$ cat src/rtl/soc_system_pio_master_pkg.sv
// rtl/soc_system_pio_master_pkg.sv - shared types and constants for the PIO initiator
package soc_system_pio_master_pkg;

  typedef enum logic [2:0] {
    ST_IDLE,
    ST_WR,
    ST_RD,
    ST_RDW,
    ST_POLL_GAP
  } state_e;

  // Word offsets of the PIO slave registers
  localparam int unsigned PIO_DATA = 0;
  localparam int unsigned PIO_SET  = 4;
  localparam int unsigned PIO_CLR  = 5;

  localparam int unsigned READ_LATENCY_MIN = 1;
  localparam int unsigned READ_LATENCY_MAX = 4;

  function automatic int unsigned clamp_latency(input int unsigned lat);
    if (lat < READ_LATENCY_MIN) return READ_LATENCY_MIN;
    if (lat > READ_LATENCY_MAX) return READ_LATENCY_MAX;
    return lat;
  endfunction

endpackage

$ cat src/rtl/soc_system_pio_master_rdpipe.sv
// rtl/soc_system_pio_master_rdpipe.sv - delays the accepted-read pulse to the readdata capture strobe
module soc_system_pio_master_rdpipe #(
  parameter int unsigned DEPTH = 1
) (
  input  logic clk,
  input  logic reset_n,
  input  logic start,
  output logic strobe
);

  logic [DEPTH-1:0] pipe_q;
  logic [DEPTH-1:0] pipe_d;

  always_comb begin
    pipe_d    = pipe_q << 1;
    pipe_d[0] = start;
  end

  always_ff @(posedge clk or negedge reset_n) begin
    if (!reset_n) begin
      pipe_q <= '0;
    end else begin
      pipe_q <= pipe_d;
    end
  end

  assign strobe = pipe_q[DEPTH-1];

endmodule

$ cat src/rtl/soc_system_pio_master.sv
// rtl/soc_system_pio_master.sv - Avalon-MM initiator running one PIO write/read per command
// Defining AVM_POLL_EN adds masked poll reads spaced by POLL_GAP with a POLL_MAX timeout.
module soc_system_pio_master
  import soc_system_pio_master_pkg::*;
#(
  parameter int unsigned ADDR_W       = 3,
  parameter int unsigned DATA_W       = 32,
  parameter int unsigned READ_LATENCY = 1,
  parameter int unsigned POLL_GAP     = 4,
  parameter int unsigned POLL_MAX     = 256
) (
  input  logic              clk,
  input  logic              reset_n,
  input  logic              cmd_valid,
  output logic              cmd_ready,
  input  logic              cmd_write,
  input  logic              cmd_poll,
  input  logic [ADDR_W-1:0] cmd_address,
  input  logic [DATA_W-1:0] cmd_wdata,
  input  logic [DATA_W-1:0] cmd_match,
  output logic              rsp_valid,
  output logic [DATA_W-1:0] rsp_rdata,
  output logic              rsp_timeout,
  output logic [ADDR_W-1:0] avm_address,
  output logic              avm_chipselect,
  output logic              avm_read,
  output logic              avm_write_n,
  output logic [DATA_W-1:0] avm_writedata,
  input  logic [DATA_W-1:0] avm_readdata,
  input  logic              avm_waitrequest
);

  localparam int unsigned RL = clamp_latency(READ_LATENCY);

  state_e            state_q, state_d;
  logic              live_q, live_d;
  logic [ADDR_W-1:0] avm_address_q, avm_address_d;
  logic              avm_chipselect_q, avm_chipselect_d;
  logic              avm_read_q, avm_read_d;
  logic              avm_write_n_q, avm_write_n_d;
  logic [DATA_W-1:0] avm_writedata_q, avm_writedata_d;
  logic              rsp_valid_q, rsp_valid_d;
  logic [DATA_W-1:0] rsp_rdata_q, rsp_rdata_d;
  logic              cmd_accept;
  logic              rd_start;
  logic              rd_strobe;

`ifdef AVM_POLL_EN
  localparam int unsigned CNT_W    = $clog2(POLL_MAX + 1);
  localparam int unsigned GAP_W    = (POLL_GAP > 0) ? $clog2(POLL_GAP + 1) : 1;
  localparam int unsigned GAP_LAST = (POLL_GAP > 0) ? POLL_GAP - 1 : 0;

  logic              rsp_timeout_q, rsp_timeout_d;
  logic              poll_q, poll_d;
  logic [DATA_W-1:0] mask_q, mask_d;
  logic [DATA_W-1:0] match_q, match_d;
  logic [CNT_W-1:0]  poll_cnt_q, poll_cnt_d;
  logic [GAP_W-1:0]  gap_cnt_q, gap_cnt_d;
  logic [CNT_W-1:0]  poll_cnt_inc;
  logic              poll_hit;

  assign poll_cnt_inc = (poll_cnt_q == CNT_W'(POLL_MAX)) ? poll_cnt_q : poll_cnt_q + 1'b1;
  assign poll_hit     = ((avm_readdata & mask_q) == (match_q & mask_q));
  assign rsp_timeout  = rsp_timeout_q;
`else
  logic unused_poll_inputs;
  assign unused_poll_inputs = ^{cmd_poll, cmd_match};
  assign rsp_timeout        = 1'b0;
`endif

  assign cmd_ready  = live_q && (state_q == ST_IDLE);
  assign cmd_accept = cmd_valid && cmd_ready;
  assign rd_start   = avm_read_q && !avm_waitrequest;

  soc_system_pio_master_rdpipe #(
    .DEPTH(RL)
  ) u_rdpipe (
    .clk    (clk),
    .reset_n(reset_n),
    .start  (rd_start),
    .strobe (rd_strobe)
  );

  always_comb begin
    state_d          = state_q;
    live_d           = 1'b1;
    avm_address_d    = avm_address_q;
    avm_chipselect_d = avm_chipselect_q;
    avm_read_d       = avm_read_q;
    avm_write_n_d    = avm_write_n_q;
    avm_writedata_d  = avm_writedata_q;
    rsp_valid_d      = 1'b0;
    rsp_rdata_d      = rsp_rdata_q;
`ifdef AVM_POLL_EN
    rsp_timeout_d    = 1'b0;
    poll_d           = poll_q;
    mask_d           = mask_q;
    match_d          = match_q;
    poll_cnt_d       = poll_cnt_q;
    gap_cnt_d        = gap_cnt_q;
`endif
    case (state_q)
      ST_IDLE: begin
        if (cmd_accept) begin
          avm_address_d    = cmd_address;
          avm_chipselect_d = 1'b1;
          if (cmd_write) begin
            avm_write_n_d   = 1'b0;
            avm_writedata_d = cmd_wdata;
            state_d         = ST_WR;
          end else begin
            avm_read_d = 1'b1;
            state_d    = ST_RD;
          end
`ifdef AVM_POLL_EN
          poll_d     = cmd_poll && !cmd_write;
          mask_d     = cmd_wdata;
          match_d    = cmd_match;
          poll_cnt_d = '0;
`endif
        end
      end
      ST_WR: begin
        if (!avm_waitrequest) begin
          avm_chipselect_d = 1'b0;
          avm_write_n_d    = 1'b1;
          rsp_valid_d      = 1'b1;
          rsp_rdata_d      = '0;
          state_d          = ST_IDLE;
        end
      end
      ST_RD: begin
        if (!avm_waitrequest) begin
          avm_chipselect_d = 1'b0;
          avm_read_d       = 1'b0;
          state_d          = ST_RDW;
        end
      end
      ST_RDW: begin
        if (rd_strobe) begin
          rsp_rdata_d = avm_readdata;
`ifdef AVM_POLL_EN
          // Poll reads loop through the gap state until a match or POLL_MAX reads
          if (poll_q) begin
            poll_cnt_d = poll_cnt_inc;
            if (poll_hit) begin
              rsp_valid_d = 1'b1;
              state_d     = ST_IDLE;
            end else if (poll_cnt_inc == CNT_W'(POLL_MAX)) begin
              rsp_valid_d   = 1'b1;
              rsp_timeout_d = 1'b1;
              state_d       = ST_IDLE;
            end else begin
              gap_cnt_d = '0;
              state_d   = ST_POLL_GAP;
            end
          end else begin
            rsp_valid_d = 1'b1;
            state_d     = ST_IDLE;
          end
`else
          rsp_valid_d = 1'b1;
          state_d     = ST_IDLE;
`endif
        end
      end
`ifdef AVM_POLL_EN
      ST_POLL_GAP: begin
        if (gap_cnt_q >= GAP_W'(GAP_LAST)) begin
          avm_chipselect_d = 1'b1;
          avm_read_d       = 1'b1;
          state_d          = ST_RD;
        end else begin
          gap_cnt_d = gap_cnt_q + 1'b1;
        end
      end
`endif
      default: state_d = ST_IDLE;
    endcase
  end

  always_ff @(posedge clk or negedge reset_n) begin
    if (!reset_n) begin
      state_q          <= ST_IDLE;
      live_q           <= 1'b0;
      avm_address_q    <= '0;
      avm_chipselect_q <= 1'b0;
      avm_read_q       <= 1'b0;
      avm_write_n_q    <= 1'b1;
      avm_writedata_q  <= '0;
      rsp_valid_q      <= 1'b0;
      rsp_rdata_q      <= '0;
    end else begin
      state_q          <= state_d;
      live_q           <= live_d;
      avm_address_q    <= avm_address_d;
      avm_chipselect_q <= avm_chipselect_d;
      avm_read_q       <= avm_read_d;
      avm_write_n_q    <= avm_write_n_d;
      avm_writedata_q  <= avm_writedata_d;
      rsp_valid_q      <= rsp_valid_d;
      rsp_rdata_q      <= rsp_rdata_d;
    end
  end

`ifdef AVM_POLL_EN
  always_ff @(posedge clk or negedge reset_n) begin
    if (!reset_n) begin
      rsp_timeout_q <= 1'b0;
      poll_q        <= 1'b0;
      mask_q        <= '0;
      match_q       <= '0;
      poll_cnt_q    <= '0;
      gap_cnt_q     <= '0;
    end else begin
      rsp_timeout_q <= rsp_timeout_d;
      poll_q        <= poll_d;
      mask_q        <= mask_d;
      match_q       <= match_d;
      poll_cnt_q    <= poll_cnt_d;
      gap_cnt_q     <= gap_cnt_d;
    end
  end
`endif

  assign avm_address    = avm_address_q;
  assign avm_chipselect = avm_chipselect_q;
  assign avm_read       = avm_read_q;
  assign avm_write_n    = avm_write_n_q;
  assign avm_writedata  = avm_writedata_q;
  assign rsp_valid      = rsp_valid_q;
  assign rsp_rdata      = rsp_rdata_q;

endmodule
$ cat config.mk
export PLATFORM = sky130hd
export DESIGN_NAME = soc_system_pio_master
export DESIGN_NICKNAME = d
export VERILOG_FILES = /design/src/rtl/soc_system_pio_master_pkg.sv /design/src/rtl/soc_system_pio_master_rdpipe.sv /design/src/rtl/soc_system_pio_master.sv
export SDC_FILE = /design/constraint.sdc
export NUM_CORES = 1
export LEC_CHECK = 0
export CAP_MARGIN = 20
export CORE_MARGIN = 10
export CORE_UTILIZATION = 33
export DETAILED_ROUTE_END_ITERATION = 16
export PLACE_DENSITY = 0.85
export SLEW_MARGIN = 10
export SYNTH_ARGS = -nofsm -noshare
export SYNTH_HDL_FRONTEND = slang
export SYNTH_HIERARCHICAL = 1
export SYNTH_SLANG_ARGS = --single-unit
$ cat constraint.sdc
create_clock -name clk -period 1.9 [get_ports clk]
set_clock_uncertainty 0.2 [all_clocks]
set_input_delay 0.19 -clock clk [delete_from_list [all_inputs] [get_ports clk]]
set_output_delay 0.19 -clock clk [all_outputs]
set_load 0.02 [all_outputs]
==> qor.log <==
[run_status] status finished clean
[worst_setup_path] required time worst endpoint 1.92 ns
[global_routing] vias in the first global route 2361
[sta] unrepaired setup endpoints after global routing true
[global_routing] total global-route track usage 12.3%
[synth] sequential area share after synthesis 64.6%
[synth] number of flops mapped to enable cells by yosys 0
[cells_and_area] Diodes inserted 0
[floorplanning] overall die area 13000 um^2
[global_routing] number of antenna violations at the first check in global routing 0
[detailed_routing] Pre-antenna DRT Iters 4
[worst_setup_path] Setup crit start kind flip-flop
[clock_network] maximum root-to-sink buffer count 2
[synth] netlist area before placement 2910 um^2
[floorplanning] die width 114 um
[worst_setup_path] worst setup path startpoint state_q[1]$_DFFE_PN0P_
[power] Pwr Density 1490 nW/um^2
[floorplanning] boundary pin count 178
[detailed_routing] remaining number of nets flagged by the antenna check after routing 0
[detailed_routing] number of remaining DRC errors 0
[synth] xor/xnor share of the synthesized area 0%
[synth] proportion of synthesized area in mux cells 13.9%
[cells_and_area] relative area change from synthesis to final layout 63.5%
[synth] synthesized netlist net count 302
[floorplanning] row count 34
[sta] Max Freq 540 MHz
[clock_network] H-tree levels 3
[floorplanning] die height 114 um
[global_routing] first-pass GRT wire length 12600 um
[worst_setup_path] RR Endpoint rsp_rdata[31]$_DFFE_PN0P_
[worst_setup_path] r2r worst-path depth 6
[clock_network] number of buffers created by CTS 9
[worst_setup_path] number of logic stages on the critical path including buffering 6
[cells_and_area] Final Instance Count excl. Fillers 462
[sta] final cycle utilization of the critical path 97.4%
[detailed_routing] via count of the routed design 2217
[worst_setup_path] cells along the critical path inv_1 -> ha_1 -> buf_4 -> nor2_2 -> a211o_4 -> a22o_1
[cells_and_area] area of combinational cells with multiple inputs 981 um^2
[placement] input/output buffers 143
[cells_and_area] most common library cell in the layout ignoring fill and taps sky130_fd_sc_hd__clkdlybuf4s50_1
[cells_and_area] fraction of final layout cells with drive strength greater than 1 10.5%
[clock_network] clock tree from TritonCTS done
[sta] final count of pins violating max slew 0
[clock_network] Root Buffer sky130_fd_sc_hd__clkbuf_8
[floorplanning] core footprint 8640 um^2
[global_routing] grt total ovfl 0
[cells_and_area] most frequent cells in the layout 140 x sky130_fd_sc_hd__clkdlybuf4s50_1, 74 x sky130_fd_sc_hd__dfrtp_1, 35 x sky130_fd_sc_hd__mux2_1
[floorplanning] effective utilization at floorplan 33.7%
[detailed_routing] via density per instance 4.80
[cells_and_area] fill cell total of the finished layout 759
[power] Static Leak 2.09 nW
[worst_setup_path] kind of capture point of the worst setup path flip-flop
[sta] setup violators final 0
[placement] final weighted congestion of routability-driven global placement 0.791
[worst_setup_path] largest driver fanout on the critical path 16
[synth] mean instance size in the synthesized netlist 15.1 um^2
[global_routing] largest net degree at the start of global routing 45
[placement] HPWL reported at the end of detailed placement 6400 um
[synth] synthesized netlist cell count 193
[synth] fraction of the mapped netlist area in simple logic gates 2.19%
[synth] synthesis-stage register bit count 75
[clock_network] clock network latency to the later pin of the worst-skew pair 0.33 ns
[synth] main flop type after synthesis sky130_fd_sc_hd__dfrtp_1
[sta] minimum period implied by the final worst setup slack 1.85 ns
[synth] number of warnings printed during yosys synthesis 6
[detailed_routing] wirelength, routed 8490 um
[worst_setup_path] critical path type flip-flop to flip-flop
[cells_and_area] Net count, final 459
[worst_setup_path] Critical Path Max Stage Delay 0.42 ns
[synth] adder and majority gate portion of the synthesized area 1.72%
[detailed_routing] drt initial violations 108
[sta] final hold violation count 0
[cells_and_area] Util after Layout 55.1%
[worst_setup_path] crit path max-delay cell type sky130_fd_sc_hd__dfrtp_1
[power] Max VDD drop 0.636 mV
[run] max-capacitance violation count 0
[synth] dominant combinational cell family by area after synthesis compound AO/OA/AOI/OAI gates
[worst_setup_path] worst flop-to-flop path startpoint state_q[1]$_DFFE_PN0P_
[sta] setup TNS 0 ns
[clock_network] total number of clock tree sinks 75
[detailed_routing] wire per inst 18.4 um
[clock_network] clock transition time at the flip-flop clock pins of the worst setup and hold paths 0.08 ns
[worst_setup_path] CP Data Arrival Time 1.87 ns
[placement] number of cells after detailed placement 442
[worst_setup_path] gate family responsible for the most delay along the worst path compound AO/OA/AOI/OAI gates
[min_path] class of the tightest hold or removal check input pin to async pin
[synth] compound-cell area share of the yosys netlist 13.9%
[worst_setup_path] CP Capture Point rsp_rdata[31]$_DFFE_PN0P_
[cells_and_area] area used by sequential logic in the layout 1880 um^2
[worst_setup_path] CP bufs+invs 2
[worst_setup_path] register-to-register setup slack 0.05 ns
[synth] Synth cell types 29
[synth] async set-or-reset flop fraction in the synthesized netlist 100%
-- registers in the layout, indices dropped and copies added, names as in the netlist --
name	cells
avm_chipselect	1
rsp_rdata	32
avm_writedata	32
avm_write_n	1
avm_address	3
avm_read	1
live_q	1
state_q	2
rsp_valid	1
u_rdpipe/strobe	1
-- layout make-up --
class	count	share of cell area, %
Sequential cell	75	39.5
Multi-Input combinational cell	103	20.6
Timing Repair Buffer	155	32.7
Inverter	6	0.474
Tap cell	108	2.84
Clock buffer	10	2.68
Clock inverter	5	1.16
-- cell families (layout without fill, tap and decap cells) --
| kind of cell | Yosys count | in the layout |
|---|---|---|
| flops | 75 | 75 |
| other cells | 2 | 2 |
| mux | 36 | 36 |
| fa+ha+maj | 4 | 4 |
| compound gates | 48 | 50 |
| simple gates | 11 | 11 |
| buf+inv | 17 | 176 |
-- per-layer routing --
layer	global-route usage (%)	vias to the layer above	wire length (um)
met5	0	-	0
met4	3.26	0	59
met3	5.25	8	657
met2	21.0	78	4400
met1	13.7	1109	3370
li1	-	1022	-
-- cell usage after synthesis, types with 2 or more instances --
cell type | count | area [um^2]
sky130_fd_sc_hd__a22o_1 | 32 | 280
sky130_fd_sc_hd__and2_1 | 2 | 12.5
sky130_fd_sc_hd__buf_6 | 3 | 33.8
sky130_fd_sc_hd__nand2_1 | 2 | 7.51
sky130_fd_sc_hd__inv_1 | 6 | 22.5
sky130_fd_sc_hd__dfrtp_1 | 74 | 1850
sky130_fd_sc_hd__o21ai_0 | 4 | 20.0
sky130_fd_sc_hd__a21oi_1 | 3 | 15.0
sky130_fd_sc_hd__conb_1 | 2 | 7.51
sky130_fd_sc_hd__mux2_1 | 35 | 394
sky130_fd_sc_hd__buf_2 | 7 | 35.0
sky130_fd_sc_hd__nor2_1 | 3 | 11.3
sky130_fd_sc_hd__ha_1 | 4 | 50.1
-- timing repair --
action,CTS,global route
pin swaps,0,4
gates resized for setup,4,6
buffers inserted,0,1
hold buffers,2,0
cloned,0,2
hold endpoints to repair,75,0
endpoints found under the setup margin,2,34
-- power by group --
group	switching (mW)	internal (mW)	leakage, nW
clock	0.566	0.596	0.0881
sequential	0.309	2.19	0.966
combinational	1.69	1.71	1.03
total	2.57	4.49	2.09
-- metrics by stage --
stage / setup WS, ns / instance area (um^2) / hold WS (ns) / power [mW]
after floorplan: 0.0996 / 2910 / -0.306 / 4.21
final: 0.0498 / 4750 / 0.190 / 7.06
after global routing: -0.0203 / 4750 / 0.191 / 7.50
after detailed placement: 0.0123 / 4500 / -0.208 / 5.81
after CTS: 0.0137 / 4710 / 0.179 / 6.99
after global placement: 0.0314 / 4500 / -0.210 / 5.71
-- how the worst min path moves through the flow --
stage               startpoint                             to  slack [ns]  cells after the start
finish                 reset_n      rsp_rdata[10]$_DFFE_PN0P_        0.19                      3
detailed placement     reset_n      rsp_rdata[17]$_DFFE_PN0P_       -0.21                      1
CTS                    reset_n  avm_writedata[11]$_DFFE_PN0P_        0.18                      3
global placement       reset_n      rsp_rdata[11]$_DFFE_PN0P_       -0.21                      1
floorplan              reset_n     avm_address[0]$_DFFE_PN0P_       -0.31                      0
global route           reset_n      rsp_rdata[10]$_DFFE_PN0P_        0.19                      3
-- worst reg2reg max path, stage by stage, from the launching register on --
cell	delay, ns
sky130_fd_sc_hd__dfrtp_1	0.42
sky130_fd_sc_hd__inv_1	0.09
sky130_fd_sc_hd__ha_1	0.16
sky130_fd_sc_hd__buf_4	0.13
sky130_fd_sc_hd__nor2_2	0.06
sky130_fd_sc_hd__a211o_4	0.42
sky130_fd_sc_hd__a22o_1	0.27
No activity file was read; power rests on OpenSTA's default activity.
==> patch 1, RTL diff (same settings) <==
Build with the macro `AVM_POLL_EN` defined.
--- a/src/rtl/soc_system_pio_master.sv
+++ b/src/rtl/soc_system_pio_master.sv
@@ -2,2 +2,4 @@
 // Defining AVM_POLL_EN adds masked poll reads spaced by POLL_GAP with a POLL_MAX timeout.
+`define AVM_POLL_EN
+
 module soc_system_pio_master
Check against the original RTL: not equivalent (Yosys sat finds a counterexample within 10 cycles, from zero or initial values and one cycle with reset_n low).
==> patch 1 against the original RTL <==
  * The run now ends with setup timing left
  * Critical path depth is 1 higher
  * Power is 100% higher
  * Die area is 100% higher
  * Core utilization is 4.4 points lower
  * Largest cell class unchanged
  * Wire length grew to 2.6 times the old value
  * Synthesized area is 130% higher
  * Design area is 110% higher
  * Setup slack worse by 520 ps
  * Final cell count grew to 2.6 times the old value
  * Non-clock buffer count is 84 higher
  * Sequential cell count is 79 higher
==> patch 1: results (changes against the original RTL) <==
| Metric | Value |
|---|---|
| Total CTS buffers | `17 (+8)` |
| Setup ws final | `-470.1 ps (-519.9 ps)` |
| Crit path max fanout | `4 (-12)` |
| Mux cell area share after synthesis | `5.558% (-8.3 points)` |
| Vias | `5829 (+160%)` |
| Unique masters post-synth | `42 (+45%)` |
| Detailed Route WL | `22190 µm (+160%)` |
| Critical R2R Capture | `state_q[2]` |
| First-pass iteration count of the detailed router | `5 (+1)` |
| Path depth of the worst reg2reg path | `7 (+1)` |
| Worst vdd ir | `0.0007233 V (+14%)` |
| Syn avg cell area | `9.621 µm² (-36%)` |
| WP data arrival | `2480 ps (+610 ps)` |
| Leakage | `4.925 nW (+140%)` |
| Final setup vio count | `20 (+20)` |
| Failing checks | `setup timing` |
| Clk_lat worst skew | `420 ps (+90 ps)` |
| Sequential fraction of the synthesis area | `57.65% (-6.9 points)` |
| Initial antenna violation count | `2 (+2)` |
| Vias/cell | `4.858 (+1.2%)` |
| Final GP Congestion | `0.8511 (+7.6%)` |
| DPL Wire Length | `15710 µm (+150%)` |
| CTS Root Cell | `clkbuf_16` |
| Synth Area in Compound Gates | `5.651% (-8.3 points)` |
| H-tree depth | `4 (+1)` |
| Pre-CTS setup slack | `-481.2 ps (-493.5 ps)` |
| Largest net degree at the start of global routing | `46 (+2.2%)` |
| GR Util met2 | `25.04% (+4.0 points)` |
| Port bufs | `177 (+24%)` |
| Status | `finished, violations left` |
| Top post-synthesis cells by area | `dfrtp_1 (57%), nand2_1 (16%), mux2_1 (5.6%)` |
| Sw frac | `35.53% (-0.84 points)` |
| Nets@finish | `1026 (+120%)` |
| Number of global-route vias before repair | `5997 (+150%)` |
| Setup TNS | `-2670 ps (-2670 ps)` |
| Synth top cells by count | `nand2_1 (279), dfrtp_1 (153), nand3_1 (41), mux2_1 (33), xor2_1 (33)` |
| Xor/xnor share of the synthesized area | `4.585% (+4.6 points)` |
| First-pass GRT wire length | `32850 µm (+160%)` |
| Reg2Reg Launch Point | `poll_cnt_q[0]` |
| Largest family of logic cells by synthesized area | `simple AND/OR/NAND/NOR gates` |
| Placed cell count | `1158 (+160%)` |
| Grt met1 use | `19.13% (+5.4 points)` |
| Worst-path clk slew | `60 ps (-20 ps)` |
| GRT Overall Usage | `15.77% (+3.5 points)` |
| Met3 GRT Util | `6.143% (+0.89 points)` |
## patch 1: kinds of logic (layout without fill, tap and decap cells)
logic type	count (synthesis)	after routing
XOR/XNOR	35	35
multiplexers	33	33
AO/OA/AOI/OAI	58	58
flip-flops	154	154
other	1	1
AND/OR/NAND/NOR	368	368
adder cells (fa/ha/maj)	4	4
buffers and inverters	42	277
## patch 1: what timing repair did
| action | CTS | global route |
|---|---|---|
| hold endpoints to repair | 154 | 0 |
| pin swaps | 3 | 7 |
| hold buffers | 1 | 0 |
| setup buffers | 2 | 2 |
| resized for setup | 12 | 62 |
| gates cloned | 0 | 5 |
| endpoints found under the setup margin | 37 | 79 |
## patch 1: how the worst max path moves through the flow
stage,depth (start not counted),start,end,slack (ps)
3_3_place_gp,7,avm_readdata[14],state_q[2],-450
3_5_place_dp,6,poll_cnt_q[1],state_q[2],-480
4_1_cts,7,poll_cnt_q[0],state_q[2],-440
6_report,7,poll_cnt_q[0],state_q[2],-470
5_1_grt,7,poll_cnt_q[0],state_q[2],-520
2_1_floorplan,7,poll_cnt_q[0],state_q[2],-430
## patch 1: critical path, cell delays in order, from the launching register on
cell      delay (ps)
dfrtp_2          450
ha_4             190
xnor2_2          130
a21oi_1           80
or4_1            460
or4_4            430
nor3b_4          180
nand2b_1         150
## patch 1: metal layers
metal	vias up	part of all wire, %	wire length, µm
li1	2733	-	-
met1	2823	42	9230
met2	231	47	10440
met3	38	8.5	1875
met4	4	2.8	618
met5	-	0.11	25
## patch 1: cell type report
class / count / area [µm²]
Inverter: 6 / 22.52
Timing Repair Buffer: 239 / 2461
Fill cell: 1741 / 9925
Clock buffer: 20 / 456.7
Clock inverter: 12 / 117.6
Multi-Input combinational cell: 499 / 2928
Sequential cell: 154 / 3856
Tap cell: 270 / 337.8
## patch 1: stage by stage
step / instance area, µm² / hold WS (ps) / utilization (%) / total power [mW]
final: 10180 / 90.17 / 50.63 / 14.14
after global placement: 9198 / -34.07 / 45.75 / 10.23
after CTS: 9833 / 79.35 / 48.91 / 13.75
after global routing: 10180 / 82.30 / 50.63 / 15.00
after detailed placement: 9198 / -33.01 / 45.75 / 10.40
after floorplan: 6738 / -305.6 / - / 7.822
## patch 1: power groups by stage
stage	clock (mW)	sequential, mW	combinational, mW
finish	3.29	5.36	5.49
global route	3.53	5.52	5.95
CTS	3.36	5.34	5.06
detailed placement	0	5.39	5.01
global placement	0	5.33	4.91
floorplan	0	5.90	1.92
==> patch 2, RTL diff (same flow settings) <==
Made on the original files. Take the reset off `avm_writedata_q` and `rsp_rdata_q` and load them in a clocked block of their own.
--- a/src/rtl/soc_system_pio_master.sv
+++ b/src/rtl/soc_system_pio_master.sv
@@ -189,5 +189,3 @@
       avm_write_n_q    <= 1'b1;
-      avm_writedata_q  <= '0;
       rsp_valid_q      <= 1'b0;
-      rsp_rdata_q      <= '0;
     end else begin
@@ -199,6 +197,9 @@
       avm_write_n_q    <= avm_write_n_d;
-      avm_writedata_q  <= avm_writedata_d;
       rsp_valid_q      <= rsp_valid_d;
-      rsp_rdata_q      <= rsp_rdata_d;
     end
+  end
+
+  always_ff @(posedge clk) begin
+    avm_writedata_q <= avm_writedata_d;
+    rsp_rdata_q     <= rsp_rdata_d;
   end
Behaviour: differs if reset_n is asserted again (counterexample within 4 cycles, from zero or initial values and one cycle with reset_n low); with reset_n held inactive, the same outputs for 10 cycles.
==> patch 2 against the original RTL <==
  * Final cell count is 8.7% lower
  * Via count shrank 17%
  * Design area shrank 3.9%
  * Wire length down 14%
  * Critical path type unchanged
  * Largest cell class unchanged
  * Synthesized area fell by 6.2%
  * Sequential share of layout area up 8.6 points
  * Sequential cell count did not move
  * Power down 7.6%
  * Worst hold slack gained 10 ps
  * Highest routed layer unchanged
  * Die area shrank 5.2%
  * Setup slack gained 63 ps
==> patch 2: results (changes against the original RTL) <==
| Metric | Value |
|---|---|
| First-pass iteration count of the detailed router | `4 (unchanged)` |
| WL met3 | `478 µm (-27%)` |
| DPL Wire Length | `5712 µm (-11%)` |
| Top post-synthesis cells by area | `edfxtp_1 (70%), dfrtp_1 (9.2%), and2_1 (7.6%)` |
| Vias | `1832 (-17%)` |
| Worst vdd ir | `0.0009936 V (+56%)` |
| Routed length per instance | `17.24 µm (-6.1%)` |
| Metal-1 WL | `2471 µm (-27%)` |
| Met3 GRT Util | `3.680% (-1.6 points)` |
| Register-to-Register Setup Slack | `110 ps (+60 ps)` |
| WP data arrival | `1620 ps (-250 ps)` |
| Synth top cells by count | `edfxtp_1 (64), and2_1 (33), dfrtp_1 (10), inv_1 (6), nand2_1 (6)` |
| Syn avg cell area | `17.59 µm² (+17%)` |
| Worst Setup SP | `state_q[0]` |
| Nets@finish | `421 (-8.3%)` |
| First-pass GRT wire length | `11230 µm (-11%)` |
| Largest net degree at the start of global routing | `34 (-24%)` |
| Combinational power | `2.70 mW (-21%)` |
| Syn Nets | `264 (-13%)` |
| Pre-CTS setup slack | `82.94 ps (+70.67 ps)` |
| Worst Hold Class | `in -> reg` |
| Leakage | `1.650 nW (-21%)` |
| Unique masters post-synth | `26 (-10%)` |
| WHS | `200.1 ps (+10.39 ps)` |
| Number of global-route vias before repair | `1942 (-18%)` |
| Top Family by Delay on Critical Path | `buffers and inverters` |
| Crit path max fanout | `32 (+16)` |
| Hold Path End | `avm_writedata[30]` |
| Layout cells sized above 1 | `10.73% (+0.27 points)` |
| Detailed Route WL | `7277 µm (-14%)` |
| GR Util met2 | `21.38% (+0.38 points)` |
| Clk_lat worst skew | `330 ps (about the same)` |
| Status | `finished, final reports clean` |
| CTS Buffer Depth | `2 (unchanged)` |
| Async S/R FF share, synth | `14.67% (-85 points)` |
| Routed met2 length | `4065 µm (-7.6%)` |
| GRT Overall Usage | `11.72% (-0.56 points)` |
| Grt met1 use | `11.28% (-2.4 points)` |
| Placed cell count | `405 (-8.4%)` |
| Cell internal pwr | `4.359 mW (-3.0%)` |
| Placed Area | `4374 µm² (-2.9%)` |
| Starting DRT DRC Count | `81 (-25%)` |
| Final GP Congestion | `0.8247 (+4.3%)` |
| Number of synthesized flops with an enable pin | `64 (+64)` |
| Sequential fraction of the synthesis area | `80.63% (+16 points)` |
| Critical R2R Capture | `avm_writedata[27]` |
-- patch 2: metrics by stage --
step	power (mW)	TNS (ps)	utilization [%]
3_3_place_gp	5.346	0	53.78
6_report	6.529	0	56.19
3_5_place_dp	5.433	0	53.78
5_1_grt	6.875	0	56.19
4_1_cts	6.633	0	56.25
2_1_floorplan	4.042	-9987	-
-- patch 2: cell type report --
cell class,instances,area [µm²]
clock inverters,6,65.06
flip-flops and latches,75,2198
repair buffers,150,1505
multi-input cells,70,520.5
well taps,105,131.4
inverters,6,22.52
clock buffers,10,127.6
fillers,647,3563
-- patch 2: cell families (layout without fill, tap and decap cells) --
group           after synthesis  count (layout)  share of synthesized area (%)
compound gates               12              12                          3.718
flops                        75              75                          80.63
other cells                   2               2                         0.2755
simple gates                 48              48                          10.42
buf+inv                      10             172                          1.514
fa+ha+maj                     4               4                          1.836
mux                           4               4                          1.606
-- patch 2: repair_timing --
action	in CTS	in global routing
endpoints found under the setup margin	2	1
resized for setup	3	1
hold buffers	1	0
endpoints found under the hold margin	1	0
